$ cat src/rtl/ball_motion_engine.sv
// ---------------------------------------------------------------------------
// ball_motion_engine
//
// Purpose:
//   Per-frame ball position generator for the pixel renderer. On each
//   frame_start (when not paused) a small FSM steps the x axis, then the y
//   axis, into working registers. It then commits both axes together, so
//   ball_x/ball_y never show a mixed old/new pair. The ball reflects off the
//   edges of the legal centre range [BALL_SIZE, ACTIVE-BALL_SIZE].
//
// Ports:
//   clk          in   1   pixel clock
//   reset        in   1   asynchronous, active-high reset
//   frame_start  in   1   1-cycle frame strobe from the sync generator
//   pause        in   1   level; frame steps are skipped while high
//   speed_x      in   3   pixels per frame, x axis
//   speed_y      in   3   pixels per frame, y axis
//   ball_x       out  10  published centre x
//   ball_y       out  10  published centre y
//   dir_x        out  1   1=right, 0=left
//   dir_y        out  1   1=down, 0=up
//   pos_valid    out  1   high for the single COMMIT cycle; the new pair is
//                         visible on ball_x/ball_y from the following cycle
//   bounce_cnt   out  8   saturating count of axis reflections
//
// Configuration macro:
//   BALL_BOUNCE_CNT_EN  when defined, builds the reflection counter; when
//                       undefined, bounce_cnt is tied to zero.
// ---------------------------------------------------------------------------
module ball_motion_engine #(
    parameter int H_ACTIVE  = 640,
    parameter int V_ACTIVE  = 480,
    parameter int BALL_SIZE = 20,
    parameter int INIT_X    = 320,
    parameter int INIT_Y    = 240
) (
    input  logic       clk,
    input  logic       reset,
    input  logic       frame_start,
    input  logic       pause,
    input  logic [2:0] speed_x,
    input  logic [2:0] speed_y,
    output logic [9:0] ball_x,
    output logic [9:0] ball_y,
    output logic       dir_x,
    output logic       dir_y,
    output logic       pos_valid,
    output logic [7:0] bounce_cnt
);

    localparam logic [10:0] X_LO = 11'(BALL_SIZE);
    localparam logic [10:0] X_HI = 11'(H_ACTIVE - BALL_SIZE);
    localparam logic [10:0] Y_LO = 11'(BALL_SIZE);
    localparam logic [10:0] Y_HI = 11'(V_ACTIVE - BALL_SIZE);

    typedef enum logic [1:0] {
        IDLE   = 2'd0,
        STEP_X = 2'd1,
        STEP_Y = 2'd2,
        COMMIT = 2'd3
    } state_t;

    state_t     state_q, state_d;
    logic [2:0] sx_q, sx_d;
    logic [2:0] sy_q, sy_d;
    logic [9:0] wx_q, wx_d;
    logic [9:0] wy_q, wy_d;
    logic [9:0] ball_x_q, ball_x_d;
    logic [9:0] ball_y_q, ball_y_d;
    logic       dir_x_q, dir_x_d;
    logic       dir_y_q, dir_y_d;

    // {reflected, new_position}
    logic [11:0] step_x_res;
    logic [11:0] step_y_res;

    // One axis step. All compares are on 11-bit values and the bound check is
    // done before any subtraction, so p-s is only formed when p > lo+s.
    function automatic logic [11:0] step_axis(
        input logic [10:0] p,
        input logic [10:0] s,
        input logic [10:0] lo,
        input logic [10:0] hi,
        input logic        dir
    );
        logic [10:0] sum;
        sum = p + s;
        if (dir) begin
            if (sum >= hi) return {1'b1, hi};
            else           return {1'b0, sum};
        end else begin
            if (p <= lo + s) return {1'b1, lo};
            else             return {1'b0, p - s};
        end
    endfunction

`ifdef BALL_BOUNCE_CNT_EN
    // Reflections seen in this frame, held until COMMIT so a reset
    // mid-sequence discards them along with the positions.
    logic [1:0] pend_q, pend_d;
    logic [7:0] bounce_cnt_q, bounce_cnt_d;
    logic [8:0] bounce_sum;
`endif

    always_comb begin
        state_d  = state_q;
        sx_d     = sx_q;
        sy_d     = sy_q;
        wx_d     = wx_q;
        wy_d     = wy_q;
        ball_x_d = ball_x_q;
        ball_y_d = ball_y_q;
        dir_x_d  = dir_x_q;
        dir_y_d  = dir_y_q;
`ifdef BALL_BOUNCE_CNT_EN
        pend_d       = pend_q;
        bounce_cnt_d = bounce_cnt_q;
        bounce_sum   = {1'b0, bounce_cnt_q} + {7'd0, pend_q};
`endif

        step_x_res = step_axis({1'b0, ball_x_q}, {8'd0, sx_q}, X_LO, X_HI, dir_x_q);
        step_y_res = step_axis({1'b0, ball_y_q}, {8'd0, sy_q}, Y_LO, Y_HI, dir_y_q);

        case (state_q)
            IDLE: begin
                if (frame_start && !pause) begin
                    sx_d    = speed_x;
                    sy_d    = speed_y;
                    state_d = STEP_X;
                end
            end
            STEP_X: begin
                wx_d = step_x_res[9:0];
                if (step_x_res[11]) dir_x_d = ~dir_x_q;
`ifdef BALL_BOUNCE_CNT_EN
                pend_d = {1'b0, step_x_res[11]};
`endif
                state_d = STEP_Y;
            end
            STEP_Y: begin
                wy_d = step_y_res[9:0];
                if (step_y_res[11]) dir_y_d = ~dir_y_q;
`ifdef BALL_BOUNCE_CNT_EN
                pend_d = pend_q + {1'b0, step_y_res[11]};
`endif
                state_d = COMMIT;
            end
            COMMIT: begin
                ball_x_d = wx_q;
                ball_y_d = wy_q;
`ifdef BALL_BOUNCE_CNT_EN
                bounce_cnt_d = bounce_sum[8] ? 8'd255 : bounce_sum[7:0];
                pend_d       = 2'd0;
`endif
                state_d = IDLE;
            end
            default: state_d = IDLE;
        endcase
    end

    always_ff @(posedge clk or posedge reset) begin
        if (reset) begin
            state_q  <= IDLE;
            sx_q     <= 3'd0;
            sy_q     <= 3'd0;
            wx_q     <= 10'(INIT_X);
            wy_q     <= 10'(INIT_Y);
            ball_x_q <= 10'(INIT_X);
            ball_y_q <= 10'(INIT_Y);
            dir_x_q  <= 1'b1;
            dir_y_q  <= 1'b1;
        end else begin
            state_q  <= state_d;
            sx_q     <= sx_d;
            sy_q     <= sy_d;
            wx_q     <= wx_d;
            wy_q     <= wy_d;
            ball_x_q <= ball_x_d;
            ball_y_q <= ball_y_d;
            dir_x_q  <= dir_x_d;
            dir_y_q  <= dir_y_d;
        end
    end

`ifdef BALL_BOUNCE_CNT_EN
    always_ff @(posedge clk or posedge reset) begin
        if (reset) begin
            pend_q       <= 2'd0;
            bounce_cnt_q <= 8'd0;
        end else begin
            pend_q       <= pend_d;
            bounce_cnt_q <= bounce_cnt_d;
        end
    end
    assign bounce_cnt = bounce_cnt_q;
`else
    assign bounce_cnt = 8'd0;
`endif

    assign ball_x    = ball_x_q;
    assign ball_y    = ball_y_q;
    assign dir_x     = dir_x_q;
    assign dir_y     = dir_y_q;
    assign pos_valid = (state_q == COMMIT);

endmodule

$ cat config.mk
export PLATFORM = sky130hd
export DESIGN_NAME = ball_motion_engine
export DESIGN_NICKNAME = d
export VERILOG_FILES = /design/src/rtl/ball_motion_engine.sv
export SDC_FILE = /design/constraint.sdc
export NUM_CORES = 1
export LEC_CHECK = 0
export CAP_MARGIN = 20
export CORE_ASPECT_RATIO = 0.8
export CORE_UTILIZATION = 45
export DETAILED_ROUTE_END_ITERATION = 12
export PLACE_DENSITY = 0.7
export SYNTH_ARGS = -nofsm -noshare
export SYNTH_HDL_FRONTEND = slang
export SYNTH_SLANG_ARGS = --single-unit
$ cat constraint.sdc
create_clock -name clk -period 2.3 [get_ports clk]
set_input_delay 0.345 -clock clk [delete_from_list [all_inputs] [get_ports clk]]
set_output_delay 0.345 -clock clk [all_outputs]
set_load 0.02 [all_outputs]
==> metrics.txt <==
EDFF count, synth 0; overall routed net length about 9500 um; crit end category flip-flop; vias in the first global route ~3000; crit-path max FO 6; worst hold slack ~380 ps; Antenna Nets Post-Route 0; Slew HR 0.553; Unique masters post-synth between 60 and 70; H-tree levels 2; synth warn 0; Seq cells post-synth 50; RSZ-0062 raised after global routing yes; CP arrival 2660 ps; syn avg cell area ~9.4 sq um; DP HPWL about 6500 um; largest net degree at the start of global routing 51; Post-Layout Inst Area around 5000 sq um; minimum clock period after layout around 2500 ps; WP buf/inv 0; first-pass GRT wire length 15000 um; r2r setup slk -170 ps; antenna violations before repair 0; Via density 5.58; RD Place Congestion slightly below 0.9; Area contributors post-synth dfrtp_1, dfstp_2, mux2_2; final hold viol count 0; hold_buf cts 0; Worst R2R Path Depth 9; Final #Nets just over 500; Top-Level Pins 41; Post-Syn Area ~3600 sq um; worst hold path class primary input to asynchronous set/reset pin; max cap viols 0; status finished with violations; Root Driver clkbuf_8; CP required between 2000 and 2500 ps; DRT Pass-1 Iters 4; Initial Utilization 0.478; Max Clock Skew about 9.4 ps; total track usage 0.230; Clock Tree Buf Depth 2; Top Family by Delay on Critical Path compound AO/OA/AOI/OAI gates; Max stage delay on crit path ~450 ps; Setup CP Type flip-flop to flip-flop; via count around 3300; Pins Over Slew Limit 0; Primary FF master, synth dfrtp_1; period utilization 1.08; FILL cells about 600; Reg area 1280 sq um; post-synthesis async set-or-reset flop share 1.00; RR Endpoint wy_q[2]; Layout area overhead 40.2%; row cnt 28; Yosys top cell area share 0.248; post-route setup slack -173 ps; sequential-to-total area share from yosys stat 0.349; Setup crit start kind flip-flop; Die X about 100 um; count of final setup violators 12; ANT cells 0; Post-route DRC 0; worst skew pair latency about 300 ps; Synth Instances 388; gr ovfl total 0; RR Startpoint sy_q[0]; critical-path cell list ha_4 > fa_2 > and3_4 > nor4_4 > a41oi_2 > a21oi_2 > o41a_1 > a32oi_1 > mux2_4; die area between 8000 and 9000 sq um; slowest CP cell dfrtp_2; chip height between 80 and 90 um; Port-buffer cells 32; share of post-route cells with drive strength above 1 0.448; CTS tree done; Inserted Clock Buffers 5; Max Freq 0.404 GHz; violated checks setup timing; Multi-input gate area between 2000 and 3000 sq um; DR iter-0 viols 159; clk sinks 50; Avg WL per Cell between 15 and 20 um; dpl cell area 4450 sq um; Slew @ Worst Pin 670 ps; core area 7600 sq um; Worst-path clk slew around 90 ps; Yosys top cell by area dfrtp_1
[logic make-up (layout without fill, tap and decap cells)]
logic type | Yosys count | count (layout) | synth area share
AO/OA/AOI/OAI | 95 | 95 | 0.190
XOR/XNOR | 22 | 22 | 0.0530
adder cells (fa/ha/maj) | 22 | 22 | 0.0840
buffers and inverters | 52 | 136 | 0.0671
flip-flops | 50 | 50 | 0.349
multiplexers | 29 | 29 | 0.0892
other | 1 | 8 | 0.00103
AND/OR/NAND/NOR | 117 | 118 | 0.167
[area by class of cell]
class,count,share of cell area
tap,105,0.0258
inverter,18,0.0138
clock buffer,7,0.0169
timing repair buffer,110,0.188
sequential,50,0.251
clock inverter,1,0.000982
multi-input combinational,294,0.504
[cell usage after synthesis, types with 3 or more instances]
library cell / instances
buf_1: 5
fa_1: 4
nor2b_1: 11
a31oi_1: 8
clkbuf_1: 11
dfrtp_1: 36
o21a_1: 3
nand3_1: 12
buf_4: 8
dfstp_2: 14
nand4_1: 6
nand2b_1: 9
mux2_2: 27
o21ai_1: 9
a311o_1: 3
buf_2: 9
nor4_1: 5
o221ai_1: 3
o21ai_0: 16
nand2_1: 19
inv_1: 17
nor2_1: 37
a21oi_1: 17
a211o_1: 3
ha_1: 18
xnor2_1: 15
a22o_1: 3
a32oi_1: 4
a22oi_1: 3
nor3_1: 4
xor2_1: 7
[stage by stage]
stage / utilization / setup slack [ps] / cells / TNS [ps]
after floorplan: - / -74.2 / 395 / -393
after global placement: 0.585 / -142 / 555 / -1090
after detailed placement: 0.585 / -271 / 555 / -2280
after CTS: 0.635 / -187 / 579 / -1410
after global routing: 0.670 / -263 / 585 / -2770
final: 0.670 / -173 / 585 / -1270
[timing repair]
action,in CTS,in global routing
gates resized for setup,43,52
pin swaps,33,34
setup buffers,16,5
gates cloned,0,1
setup endpoints to repair,21,22
[worst reg2reg max path: stages, from the launching register on]
cell and delay (ps):
dfrtp_2 450, ha_4 170, fa_2 400, and3_4 210, nor4_4 260, a41oi_2 60, a21oi_2 130, o41a_1 250
a32oi_1 150, mux2_4 290
[state kept, by name, indices dropped and copies added (netlist names)]
signal   count
wx_q        10
sx_q         3
dir_x        1
ball_x      10
sy_q         3
dir_y        1
wy_q        10
state_q      2
ball_y      10
[per-layer routing]
layer / routed length (um) / vias to the layer above / GRT usage
met4: 87 / 0 / 0.0500
met3: 411 / 10 / 0.0278
li1: - / 1554 / -
met1: 4630 / 1617 / 0.352
met2: 4400 / 85 / 0.345
met5: 0 / - / 0
[worst max path at each step]
stage	startpoint	endpoint	depth (start not counted)
2_1_floorplan	ball_x[0]	wx_q[2]	9
3_3_place_gp	ball_y[0]	wy_q[6]	11
3_5_place_dp	ball_y[0]	wy_q[6]	11
4_1_cts	sy_q[0]	wy_q[0]	8
5_1_grt	ball_y[0]	wy_q[0]	9
6_report	sy_q[0]	wy_q[2]	9
[cell usage in the layout (no fill, tap or decap), types with 8 or more instances in the layout]
master           Yosys  routed
buf_4                8      67
clkdlybuf4s50_1      0      32
dfrtp_1             36      29
nor2_1              37      28
mux2_2              27      25
nand2_1             19      19
a21oi_1             17      14
xnor2_1             15      14
dfstp_2             14      14
nand3_1             12      11
o21ai_0             16      10
o21ai_2              0      10
buf_6                1      10
inv_1               17       9
nand2b_1             9       9
ha_1                18       9
inv_2                1       8
conb_1               1       8
Power is left out: the tool's default activity adds up to more than one toggle a clock period on the data nets, which glitch-free logic cannot reach.
